[config.mk]
export PLATFORM = sky130hd
export DESIGN_NAME = serial_adder
export DESIGN_NICKNAME = d
export VERILOG_FILES = /design/src/rtl/serial_adder.sv
export SDC_FILE = /design/constraint.sdc
export NUM_CORES = 1
export LEC_CHECK = 0
export BUFFER_PORTS_ARGS = -buffer_cell sky130_fd_sc_hd__buf_2
export CORE_MARGIN = 1.5
export CORE_UTILIZATION = 40
export DETAILED_ROUTE_END_ITERATION = 10
export HOLD_SLACK_MARGIN = 0.03
export MAX_ROUTING_LAYER = met4
export PLACE_DENSITY = 0.64
export SKIP_CTS_REPAIR_TIMING = 1
export SLEW_MARGIN = 20
export SYNTH_ARGS = -nofsm -noshare
export SYNTH_HDL_FRONTEND = slang
export SYNTH_SLANG_ARGS = --single-unit
[constraint.sdc]
create_clock -name clk -period 1.52 [get_ports clk]
set_clock_uncertainty 0.2 [all_clocks]
set_input_delay 0.228 -clock clk [delete_from_list [all_inputs] [get_ports clk]]
set_output_delay 0.228 -clock clk [all_outputs]
set_load 0.05 [all_outputs]
[src/rtl/serial_adder.sv]
`default_nettype none
// ============================================================================
//  Module      : serial_adder
//  Description : Bit-serial adder. On an accepted start the operands are
//                captured and added one bit per clock, LSB first. The result
//                (sum and carry-out) is published in a single update when the
//                final bit is produced, accompanied by a one-cycle done pulse.
//  Revision    : 1.0 - initial release
// ----------------------------------------------------------------------------
//  Parameters
//    WIDTH   operand width in bits (2..32)
//  Ports
//    clk     in   clock, rising-edge active
//    rst_n   in   synchronous active-low reset
//    start   in   add request, only looked at while idle
//    a       in   augend, captured on the accept edge
//    b       in   addend, captured on the accept edge
//    busy    out  high while an addition is in progress or completing
//    done    out  one-cycle pulse, sum/cout valid
//    sum     out  (a+b) mod 2^WIDTH, held until the next result
//    cout    out  carry out of bit WIDTH-1, held until the next result
// ============================================================================
module serial_adder #(
    parameter int WIDTH = 8
) (
    input  logic             clk,
    input  logic             rst_n,
    input  logic             start,
    input  logic [WIDTH-1:0] a,
    input  logic [WIDTH-1:0] b,
    output logic             busy,
    output logic             done,
    output logic [WIDTH-1:0] sum,
    output logic             cout
);

    localparam int              CW        = (WIDTH > 1) ? $clog2(WIDTH) : 1;
    localparam logic [CW-1:0]   LAST_BIT  = CW'(WIDTH - 1);

    typedef enum logic [1:0] {
        S_IDLE  = 2'd0,
        S_SHIFT = 2'd1,
        S_DONE  = 2'd2
    } state_t;

    state_t           state_q,  state_d;
    logic [WIDTH-1:0] a_sh_q,   a_sh_d;
    logic [WIDTH-1:0] b_sh_q,   b_sh_d;
    logic [WIDTH-1:0] r_q,      r_d;
    logic             carry_q,  carry_d;
    logic [CW-1:0]    count_q,  count_d;
    logic [WIDTH-1:0] sum_q,    sum_d;
    logic             cout_q,   cout_d;
    logic             busy_q,   busy_d;
    logic             done_q,   done_d;

    logic             s_bit;
    logic             carry_nxt;

    // One full-adder slice working on the current LSBs of the shift registers.
    assign s_bit     = a_sh_q[0] ^ b_sh_q[0] ^ carry_q;
    assign carry_nxt = (a_sh_q[0] & b_sh_q[0]) |
                       (a_sh_q[0] & carry_q)   |
                       (b_sh_q[0] & carry_q);

    always_comb begin
        state_d = state_q;
        a_sh_d  = a_sh_q;
        b_sh_d  = b_sh_q;
        r_d     = r_q;
        carry_d = carry_q;
        count_d = count_q;
        sum_d   = sum_q;
        cout_d  = cout_q;

        case (state_q)
            S_IDLE: begin
                if (start) begin
                    a_sh_d  = a;
                    b_sh_d  = b;
                    carry_d = 1'b0;
                    count_d = '0;
                    state_d = S_SHIFT;
                end
            end
            S_SHIFT: begin
                a_sh_d  = a_sh_q >> 1;
                b_sh_d  = b_sh_q >> 1;
                carry_d = carry_nxt;
                // Result bits enter at the MSB so that after WIDTH shifts the
                // first (LSB) bit has arrived at position 0.
                r_d     = {s_bit, r_q[WIDTH-1:1]};
                if (count_q == LAST_BIT) begin
                    // Publish on this edge, including the bit just produced.
                    // count stays at its last value rather than wrapping.
                    sum_d   = r_d;
                    cout_d  = carry_nxt;
                    state_d = S_DONE;
                end else begin
                    count_d = count_q + CW'(1);
                end
            end
            S_DONE: begin
                state_d = S_IDLE;
            end
            default: begin
                state_d = S_IDLE;
            end
        endcase

        // Status outputs are registered from the next state so they line up
        // exactly with the state they describe.
        busy_d = (state_d != S_IDLE);
        done_d = (state_d == S_DONE);
    end

    always_ff @(posedge clk) begin
        if (!rst_n) begin
            state_q <= S_IDLE;
            a_sh_q  <= '0;
            b_sh_q  <= '0;
            r_q     <= '0;
            carry_q <= 1'b0;
            count_q <= '0;
            sum_q   <= '0;
            cout_q  <= 1'b0;
            busy_q  <= 1'b0;
            done_q  <= 1'b0;
        end else begin
            state_q <= state_d;
            a_sh_q  <= a_sh_d;
            b_sh_q  <= b_sh_d;
            r_q     <= r_d;
            carry_q <= carry_d;
            count_q <= count_d;
            sum_q   <= sum_d;
            cout_q  <= cout_d;
            busy_q  <= busy_d;
            done_q  <= done_d;
        end
    end

    assign busy = busy_q;
    assign done = done_q;
    assign sum  = sum_q;
    assign cout = cout_q;

endmodule
`default_nettype wire

; ---- Word-level counts from Yosys, hierarchy flattened
; Index checks and enable logic that the tools add are counted.
[totals]
register_bits = 41
in_bits = 19
[classes]
n_addsub = 1
eq_ne = 5
n_mux = 12
bitwise = 7
reduce_logical = 6
[op_table]
columns = cell, count
row1 = $pmux 8 s2, 2
row2 = $mux 8, 2
row3 = $mux 3, 2
row4 = $pmux 3 s2, 1
row5 = $mux 2, 2
row6 = $ne 2x2->1 const B, 2
row7 = $pmux 2 s2, 1
row8 = $reduce_and 2->1, 2
row9 = $reduce_bool 2->1, 2
row10 = $add 3x1->3 const B, 1
row11 = $and 1x1->1, 3
row12 = $eq 3x3->1 const B, 1
row13 = $reduce_and 3->1, 1
row14 = $eq 2x1->1 const B, 1
row15 = $eq 2x2->1 const B, 1
row16 = $logic_not 2->1, 1
row17 = $or 1x1->1, 2
row18 = $pmux 1 s2, 1
row19 = $xor 1x1->1, 2
row20 = $mux 1, 1

; ---- Longest topological paths before layout
; Gate-level depths: netlist of the first run.
[depth]
depth_word = 4
ltp_mapped = 6
ltp_nobuf = 5

; ---- Least setup slack after synthesis of the first run
; No wires, ideal clock.
[synth_timing]
path_type = reg2reg
from = reg count_q[0]
to = reg sum_q[0] (netlist: sum[0])
arrival_time_ns = 1.140
required_time_ns = 1.250
setup_slack_ns = 0.110
stages_incl_launch_ff = 6
n_path_buf = 0
cell_sequence = dfxtp_1 ha_1 ha_1 nand3b_1 nand2_1 a21boi_1
[synth_between]
elab_chain_len = 2
[synth_rtl]
columns = element, line_no
row1 = "start, declared", 51  ; logic [CW-1:0] count_q, count_d;
row2 = "start signal, assigned", 135  ; count_q <= count_d;
row3 = $eq 3x3->1, 93  ; if (count_q == LAST_BIT) begin
row4 = $reduce_and 2->1 (no line), --
row5 = "end signal, assigned", 136  ; sum_q <= sum_d;
row6 = "end, declared", 52  ; logic [WIDTH-1:0] sum_q, sum_d;
; Every way passes these cells.
; A chain may end at the register's enable or synchronous reset.

; ---- Worst setup path after layout of the first run
[layout_timing]
from = reg count_q[0]
to = reg cout_q (netlist: cout)
[layout_between]
elab_chain_len = 2
[layout_rtl]
columns = element, line_no
row1 = $eq 3x3->1, 93
row2 = $reduce_and 2->1 (no line), --
row3 = "end signal, assigned", 137  ; cout_q <= cout_d;
row4 = "end, declared", 53  ; logic cout_q, cout_d;
; Every way passes these cells.

==> metrics.cfg, run 1 <==
[status]
status = finished, final reports clean

[placed_design]
place_ws_ns = -0.00942
dp.final_hpwl_mm = 2.29
gp_congestion = 0.722
port_buffers = 29

[routing]
route.antenna.remaining_nets = 0
wl_met1_mm = 1.68
top_layer_used = met4
firstDrtPassIters = 4
route.met3.wl_um = 104
drc = 0
via_per_inst = 4.77
wl_mm = 3.44
drt_iter0_markers = 50
wl_per_cell_um = 11.8
vias = 1387
dr_wl_met2_mm = 1.60

[finish]
syn_to_final_growth_pct = 34.6
n_antenna_cell = 0
drive_gt1_share_pct = 24.9
fillers = 375
nNetsFinal = 262

[synth]
synth.top_cell.area_share_pct = 48.8
ys_seq_area_share_pct = 48.8
synth_warnings = 0
avgSynthCellArea_sq_um = 8.73
synth_edf_count = 0
ys_ff_latch = 40
yosysMostFrequentCell = nand2_1
netlist_top_cells_area = dfxtp_1, nand2_1, a21oi_1
syn_area_sq_um = 1640
synth_cells = 188
ys_top_cells_by_count = nand2_1, dfxtp_1, a21oi_1
synth_nets = 210
ys_dominant_reg_cell = dfxtp_1
synth_top_area_cell = dfxtp_1
async_flop_share_pct = 0
yosysUniqueCellTypes = 27

[power]
finalPower_mw = 2.33
power_density_nw_per_um2 = 1050
peakVddDrop_uv = 584
p_leak_nw = 0.909

[worst_hold_path]
worstHoldStart = a[7]
hold_path_depth = 3
min_to = a_sh_q[7]$_SDFFE_PN0P_
worstHoldPathType = input pin to register

[floorplanning]
rows = 23
core_area_sq_um = 3970
initial_core_util_pct = 41.3
die_x_um = 67.1
pin_count = 30
die_area_sq_um = 4500
die-height_um = 67.1

[sta]
hold_slack_ns = 0.0256
timing.slew.headroom_pct = 81.2
layout_setup_ws_ns = 0.0776
finalCritPeriodShare_pct = 94.9
period_minus_slack_ns = 1.44
maxSlewViolCount = 0
fmax_mhz = 693
tightest_slew_ns = 0.281
setup_viol = 0
hold_viol_final = 0

[grt]
grt_pass1_vias = 1203
grt_antenna_before_repair = 0
grt-ovfl-total = 0
grt_max_degree = 17
grt_pass1_wl_mm = 5.43
grtUsageTotal_pct = 16.7

[clock_network]
cts.clk_slew.worst_paths_ns = 0.08
cts_tree = built
numCtsBuffers = 5
cts.sinks = 40
cts-root-buf = clkbuf_8
cts_buffer_depth = 2
htree_levels = 2
clock_latency_ns = 0.29

[flow_run]
maxCapViolCount = 0

[critical_path]
critPathMaxStageDelay_ns = 0.34
reg2reg_slack_ns = 0.08
critPathKind = register to register
path_max_fanout = 6
cp-end-kind = register
worstRegToRegCells = 6
crit_required_ns = 1.50
r2r-start = count_q[0]$_SDFFE_PN0P_
cp_top_family = adder cells
rr_endpoint = cout$_SDFFE_PN0P_
crit_arrival_ns = 1.43
cp_slowest_cell = dfxtp_2
crit_chain = ha_2, ha_4, nand3b_1, buf_6, nand2_1, a21boi_1
critPathLaunch = count_q[0]$_SDFFE_PN0P_
path_buf_inv = 1
worstSetupStartpointType = register

## cell families (layout without fill, tap and decap cells)
group	count (synthesis)	count (layout)	synth area share, %
and+or+nand+nor	64	64	17.4
adders and majority gates	3	3	2.74
AOI/OAI and AO/OA	67	67	25.3
buffers and inverters	14	67	5.79
DFF	40	40	48.8
## per-layer routing
layer  up-vias  global-route usage (%)
met3         6                    5.07
met2        21                    26.0
li1        747                       -
met5         -                       -
met4         0                    6.89
met1       613                    20.2
## power by group
group / total [mW] / internal, mW / switching [mW] / leakage, nW
clock: 0.944 / 0.579 / 0.365 / 0.0645
combinational: 0.265 / 0.135 / 0.130 / 0.516
sequential: 1.12 / 1.09 / 0.0278 / 0.328
## worst max path at each step
stage / depth (start not counted) / end
after floorplan: 5 / sum[0]$_SDFFE_PN0P_
after global placement: 4 / count_q[0]$_SDFFE_PN0P_
after detailed placement: 6 / sum[7]$_SDFFE_PN0P_
after CTS: 6 / sum[7]$_SDFFE_PN0P_
after global routing: 6 / sum[6]$_SDFFE_PN0P_
final: 6 / cout$_SDFFE_PN0P_
## registers in the layout (all words and copies together), names as in the netlist
name     flops
r_q          7
a_sh_q       8
carry_q      1
busy         1
state_q      2
count_q      3
cout         1
b_sh_q       8
done         1
sum          8
## layout by cell type (no fill, tap or decap), drive strengths merged, types with 2 or more instances in the layout
cell type / netlist / routed
a21boi: 17 / 17
o21bai: 2 / 2
a22oi: 3 / 3
o21ai: 14 / 14
dlygate4sd3: 0 / 15
o22ai: 3 / 3
clkbuf: 6 / 7
and3: 2 / 2
nand2: 43 / 43
buf: 8 / 44
ha: 2 / 2
nand3: 9 / 9
nor2b: 3 / 3
a21oi: 26 / 26
dfxtp: 40 / 40
nand2b: 3 / 3
## final cells by class
cell class | count | area, sq um | area share, %
clock inverter | 1 | 30.0 | 1.36
sequential | 40 | 803 | 36.4
multi-input combinational | 134 | 764 | 34.6
clock buffer | 7 | 96.3 | 4.36
tap | 50 | 62.6 | 2.83
timing repair buffer | 59 | 453 | 20.5
## worst reg2reg max path, cell delays in order (launching register included)
cell	delay (ns)
dfxtp_2	0.34
ha_2	0.19
ha_4	0.16
nand3b_1	0.15
buf_6	0.17
nand2_1	0.06
a21boi_1	0.06
## through the flow
stage                     area, sq um  setup TNS (ns)  utilization, %  std cells
after global routing             2210        -0.00416            55.6        291
after CTS                        2030          -0.166            51.1        276
after detailed placement         1900        -0.00942            48.0        268
after global placement           1900               0            48.0        268
after floorplan                  1640               0               -        188
final                            2210               0            55.6        291
(Power assumes the default switching activity.)
==> run 2, diff against run 1 <==
--- a/config.mk
+++ b/config.mk
@@ -6,7 +6,8 @@
 export NUM_CORES = 1
 export LEC_CHECK = 0
 export BUFFER_PORTS_ARGS = -buffer_cell sky130_fd_sc_hd__buf_2
-export CORE_MARGIN = 1.5
+export CORE_ASPECT_RATIO = 0.8
+export CORE_MARGIN = 3
 export CORE_UTILIZATION = 40
 export DETAILED_ROUTE_END_ITERATION = 10
 export HOLD_SLACK_MARGIN = 0.03
==> constraint.sdc (replaced) <==
create_clock -name clk -period 1.3 [get_ports clk]
set_clock_uncertainty 0.2 [all_clocks]
set_input_delay 0.195 -clock clk [delete_from_list [all_inputs] [get_ports clk]]
set_output_delay 0.195 -clock clk [all_outputs]
set_load 0.05 [all_outputs]
==> metrics.cfg, run 2 (synthesis results as in run 1) <==
[placed_design]
place_ws_ns = -0.109  ; -0.0996 ns
gp_congestion = 0.736  ; +2.0%
place_inst = 272  ; +1.5%
postPlaceCellArea_sq_um = 1970  ; +3.4%
dp.final_hpwl_mm = 2.34  ; +2.3%
port_buffers = 29  ; unchanged

[sta]
timing.slew.headroom_pct = 81.5  ; +0.33 points
period_minus_slack_ns = 1.38  ; -0.0585 ns
finalCritPeriodShare_pct = 106  ; +12 points
hold_viol_final = 0  ; unchanged
hold_slack_ns = 0.0165  ; -0.00910 ns
setup_viol = 17  ; +17
tightest_slew_ns = 0.276  ; -0.00507 ns
layout_setup_ws_ns = -0.0839  ; -0.161 ns
maxSlewViolCount = 0  ; unchanged
timing.setup.tns_ns = -0.731  ; -0.731 ns
fmax_mhz = 723  ; +4.2%
rsz0062_at_grt = true

[critical_path]
worstSetupStartpointType = register
cp-end-kind = register
path_buf_inv = 1  ; unchanged
cp.depth = 6  ; unchanged
crit_arrival_ns = 1.40  ; -0.03 ns
critPathMaxStageDelay_ns = 0.34  ; about the same
critPathKind = register to register
crit_required_ns = 1.31  ; -0.19 ns
worstRegToRegCells = 6  ; unchanged
crit_chain = ha_4, ha_4, nand3b_1, buf_12, nand2_1, a21boi_1
cp_top_family = flip-flops
path_max_fanout = 9  ; +3
cp_slowest_cell = dfxtp_2
cp_common_cell = ha_4

[floorplanning]
core_area_sq_um = 3880  ; -2.3%
die-height_um = 63.3  ; -5.6%
die_x_um = 77.6  ; +16%
initial_core_util_pct = 42.3  ; +0.99 points
rows = 20  ; -13%
pin_count = 30  ; unchanged
die_area_sq_um = 4910  ; +9.3%

[power]
finalPower_mw = 2.67  ; +15%
p_leak_nw = 0.945  ; +4.0%
peakVddDrop_uv = 732  ; +25%
power_density_nw_per_um2 = 1140  ; +7.7%

[finish]
nNetsFinal = 269  ; +2.7%
utilization_pct = 60.7  ; +5.1 points
drive_gt1_share_pct = 33.5  ; +8.6 points
syn_to_final_growth_pct = 43.4
fin_area_sq_um = 2350  ; +6.6%
n_antenna_cell = 0  ; unchanged
layout.cells.most_common = nand2_1
final_cell_mix = nand2_1, dfxtp_1, buf_2
instances_no_fill = 303  ; +4.1%

[clock_network]
numCtsBuffers = 5  ; unchanged
cts.sinks = 40  ; unchanged
htree_levels = 2  ; unchanged
cts_tree = built
cts.clk_slew.worst_paths_ns = 0.08  ; about the same
clock_latency_ns = 0.28  ; about the same
cts-root-buf = clkbuf_8
cts_buffer_depth = 2  ; unchanged

[routing]
drc = 0  ; unchanged
wl_mm = 3.58  ; +4.3%
via_per_inst = 4.80  ; +0.75%
firstDrtPassIters = 4  ; unchanged
drt_iter0_markers = 50  ; unchanged
wl_per_cell_um = 11.8  ; +0.15%
route.antenna.remaining_nets = 0  ; unchanged
vias = 1455  ; +4.9%

[grt]
grt_pass1_wl_mm = 5.83  ; +7.4%
grt_max_degree = 24  ; +7
grt-ovfl-total = 0  ; unchanged
grtUsageTotal_pct = 14.9  ; -1.8 points
grt_pass1_vias = 1306  ; +8.6%
grt_antenna_before_repair = 0  ; unchanged

[status]
status = complete, but fails checks
violations = setup timing

[worst_hold_path]
worstHoldPathType = input pin to register
hold_path_depth = 2  ; -1

[flow_run]
maxCapViolCount = 0  ; unchanged

[run 2: cell count changes in the layout (fill, tap and decap cells not counted), moves of 3 or more]
cell      delta
a21oi_1     -10
a21oi_2     +10
buf_2        -6
buf_4        +7
clkbuf_4     +4
dfxtp_1      -3
[run 2: power by group]
part	switching, mW	total [mW]	internal, mW
Clock	0.428	0.996	0.568
Sequential	0.0382	1.32	1.28
Combinational	0.169	0.362	0.192
[run 2: layout make-up]
type	count	area [sq um]
flip-flops and latches	40	810
repair buffers	66	536
fillers	359	1520
well taps	55	68.8
clock buffers	5	68.8
multi-input cells	134	830
clock inverters	3	42.5
[run 2: path summary, 6_finish.rpt]
kind / startpoint / to / slack, ns
max reg2reg: count_q[1]$_SDFFE_PN0P_ / cout$_SDFFE_PN0P_ / -0.08
min: rst_n / busy$_SDFF_PN0_ / 0.02
min reg2reg: sum[1]$_SDFFE_PN0P_ / sum[1]$_SDFFE_PN0P_ / 0.26
max: count_q[1]$_SDFFE_PN0P_ / cout$_SDFFE_PN0P_ / -0.08
[run 2: per-layer routing]
| metal | wire (um) | vias to the layer above | track usage [%] |
|---|---|---|---|
| met5 | 0 | - | - |
| met4 | 19 | 0 | 4.67 |
| met3 | 104 | 2 | 4.00 |
| met2 | 1590 | 19 | 20.4 |
| met1 | 1870 | 671 | 21.3 |
| li1 | - | 763 | - |
[run 2: worst register-to-register path, stage by stage, from the launching register on]
cell,delay (ns)
dfxtp_2,0.34
ha_4,0.16
ha_4,0.16
nand3b_1,0.12
buf_12,0.14
nand2_1,0.05
a21boi_1,0.14
==> run 3, diff against run 2 <==
--- a/config.mk
+++ b/config.mk
@@ -10,7 +10,7 @@
 export CORE_MARGIN = 3
 export CORE_UTILIZATION = 40
 export DETAILED_ROUTE_END_ITERATION = 10
-export HOLD_SLACK_MARGIN = 0.03
+export HOLD_SLACK_MARGIN = 0.06
 export MAX_ROUTING_LAYER = met4
 export PLACE_DENSITY = 0.64
 export SKIP_CTS_REPAIR_TIMING = 1
==> constraint.sdc (replaced) <==
create_clock -name clk -period 1.3 [get_ports clk]
set_clock_uncertainty 0.2 [all_clocks]
set_input_delay 0.13 -clock clk [delete_from_list [all_inputs] [get_ports clk]]
set_output_delay 0.13 -clock clk [all_outputs]
set_load 0.05 [all_outputs]
==> metrics.cfg, run 3 (synthesis results as in run 1) <==
[sta]
tightest_slew_ns = 0.275  ; -0.000956 ns
layout_setup_ws_ns = -0.0711  ; +0.0127 ns
maxSlewViolCount = 0  ; unchanged
rsz0062_at_grt = true
hold_viol_final = 0  ; unchanged
timing.slew.headroom_pct = 81.6  ; about the same
setup_viol = 15  ; -2
period_minus_slack_ns = 1.37  ; -0.0127 ns
fmax_mhz = 729  ; +0.93%
finalCritPeriodShare_pct = 105  ; -0.98 points

[placed_design]
port_buffers = 29  ; unchanged
dp.final_hpwl_mm = 2.38  ; +1.6%
gp_congestion = 0.727  ; -1.2%
place_ws_ns = -0.105  ; +0.00418 ns

[grt]
grt_antenna_before_repair = 0  ; unchanged
grt_max_degree = 20  ; -17%
grt_pass1_wl_mm = 5.80  ; -0.58%
grt-ovfl-total = 0  ; unchanged
grt_pass1_vias = 1283  ; -1.8%
grtUsageTotal_pct = 15.6  ; +0.62 points

[routing]
route.antenna.remaining_nets = 0  ; unchanged
wl_mm = 3.64  ; +1.5%
firstDrtPassIters = 5  ; +1
via_per_inst = 4.91  ; +2.3%
vias = 1464  ; +0.62%
drc = 0  ; unchanged
drt_iter0_markers = 76  ; +52%
wl_per_cell_um = 12.2  ; +3.2%

[floorplanning]
rows = 20  ; unchanged
die-height_um = 63.3  ; unchanged
pin_count = 30  ; unchanged
core_area_sq_um = 3880  ; unchanged
initial_core_util_pct = 42.3  ; unchanged
die_x_um = 77.6  ; unchanged
die_area_sq_um = 4910  ; unchanged

[power]
p_leak_nw = 0.928  ; -1.9%
peakVddDrop_uv = 642  ; -12%
power_density_nw_per_um2 = 1160  ; +2.1%

[finish]
layout.cells.most_common = nand2_1
ff_latch_area_sq_um = 807  ; -0.31%
drive_gt1_share_pct = 30.9  ; -2.6 points
syn_to_final_growth_pct = 41.0
fillers = 345  ; -3.9%
final_cell_mix = nand2_1, dfxtp_1, buf_2
utilization_pct = 59.7  ; -1.0 points
n_antenna_cell = 0  ; unchanged
multi_input_area_sq_um = 822  ; -0.91%
nNetsFinal = 264  ; -1.9%

[clock_network]
cts.clk_slew.worst_paths_ns = 0.08  ; about the same
cts-root-buf = clkbuf_8
cts_tree = built
cts.sinks = 40  ; unchanged
clock_latency_ns = 0.30  ; +0.02 ns
numCtsBuffers = 5  ; unchanged
cts_buffer_depth = 2  ; unchanged
htree_levels = 2  ; unchanged

[flow_run]
maxCapViolCount = 0  ; unchanged

[critical_path]
crit_arrival_ns = 1.40  ; about the same
worstSetupStartpointType = register
cp_slowest_cell = dfxtp_2
critPathKind = register to register
cp-end-kind = register
cp_common_cell = ha_4
critPathMaxStageDelay_ns = 0.34  ; about the same
crit_chain = ha_4, ha_4, nand3b_1, buf_12, nand2_1, a21boi_1
crit_required_ns = 1.33  ; +0.02 ns
path_max_fanout = 9  ; unchanged

[status]
violations = setup timing
status = complete, but fails checks

[worst_hold_path]
worstHoldPathType = input pin to register

## run 3: metrics by stage
step / hold slack [ns] / power (mW) / setup TNS (ns) / instance area (sq um) / std cells
after floorplan: 0.0642 / 1.54 / -0.0129 / 1710 / 188
after global placement: 0.176 / 1.65 / -0.773 / 2010 / 272
after global routing: 0.0996 / 2.80 / -2.28 / 2310 / 298
after CTS: -0.138 / 2.64 / -1.80 / 2110 / 280
after detailed placement: 0.182 / 1.65 / -1.33 / 2010 / 272
final: 0.0790 / 2.68 / -0.529 / 2310 / 298
## run 3: cell type report
cell class	instances	share of cell area, %
clock buffer	6	3.14
clock inverter	2	1.51
multi-input combinational	134	35.5
sequential	40	34.9
tap	55	2.97
timing repair buffer	61	22.0
## run 3: final timing paths
path	startpoint	to	slack (ns)	cells past startpoint
max	count_q[1]$_SDFFE_PN0P_	sum[4]$_SDFFE_PN0P_	-0.07	6
min	rst_n	b_sh_q[6]$_SDFFE_PN0P_	0.08	4
max reg2reg	count_q[1]$_SDFFE_PN0P_	sum[4]$_SDFFE_PN0P_	-0.07	6
min reg2reg	cout$_SDFFE_PN0P_	cout$_SDFFE_PN0P_	0.26	2
## run 3: power breakdown
group,switching (mW),internal (mW),leakage [nW]
Sequential,0.0398,1.28,0.329
Combinational,0.171,0.191,0.543
Clock,0.432,0.570,0.0552
Total,0.643,2.04,0.928
## run 3: worst max-delay path, delay by kind of cell (launching register included)
kind,cells,cell delay (ns)
buffers and inverters,1,0.14
AO/OA/AOI/OAI,1,0.13
adder cells (fa/ha/maj),2,0.33
AND/OR/NAND/NOR,2,0.18
flip-flops,1,0.34
## run 3: per-layer routing
metal,global-route usage (%),wire length (um),vias to the layer above,part of all wire [%]
li1,-,-,749,-
met1,20.2,1800,674,50
met2,21.3,1550,33,43
met3,4.43,194,8,5.3
met4,9.33,93,0,2.6
met5,-,0,-,0
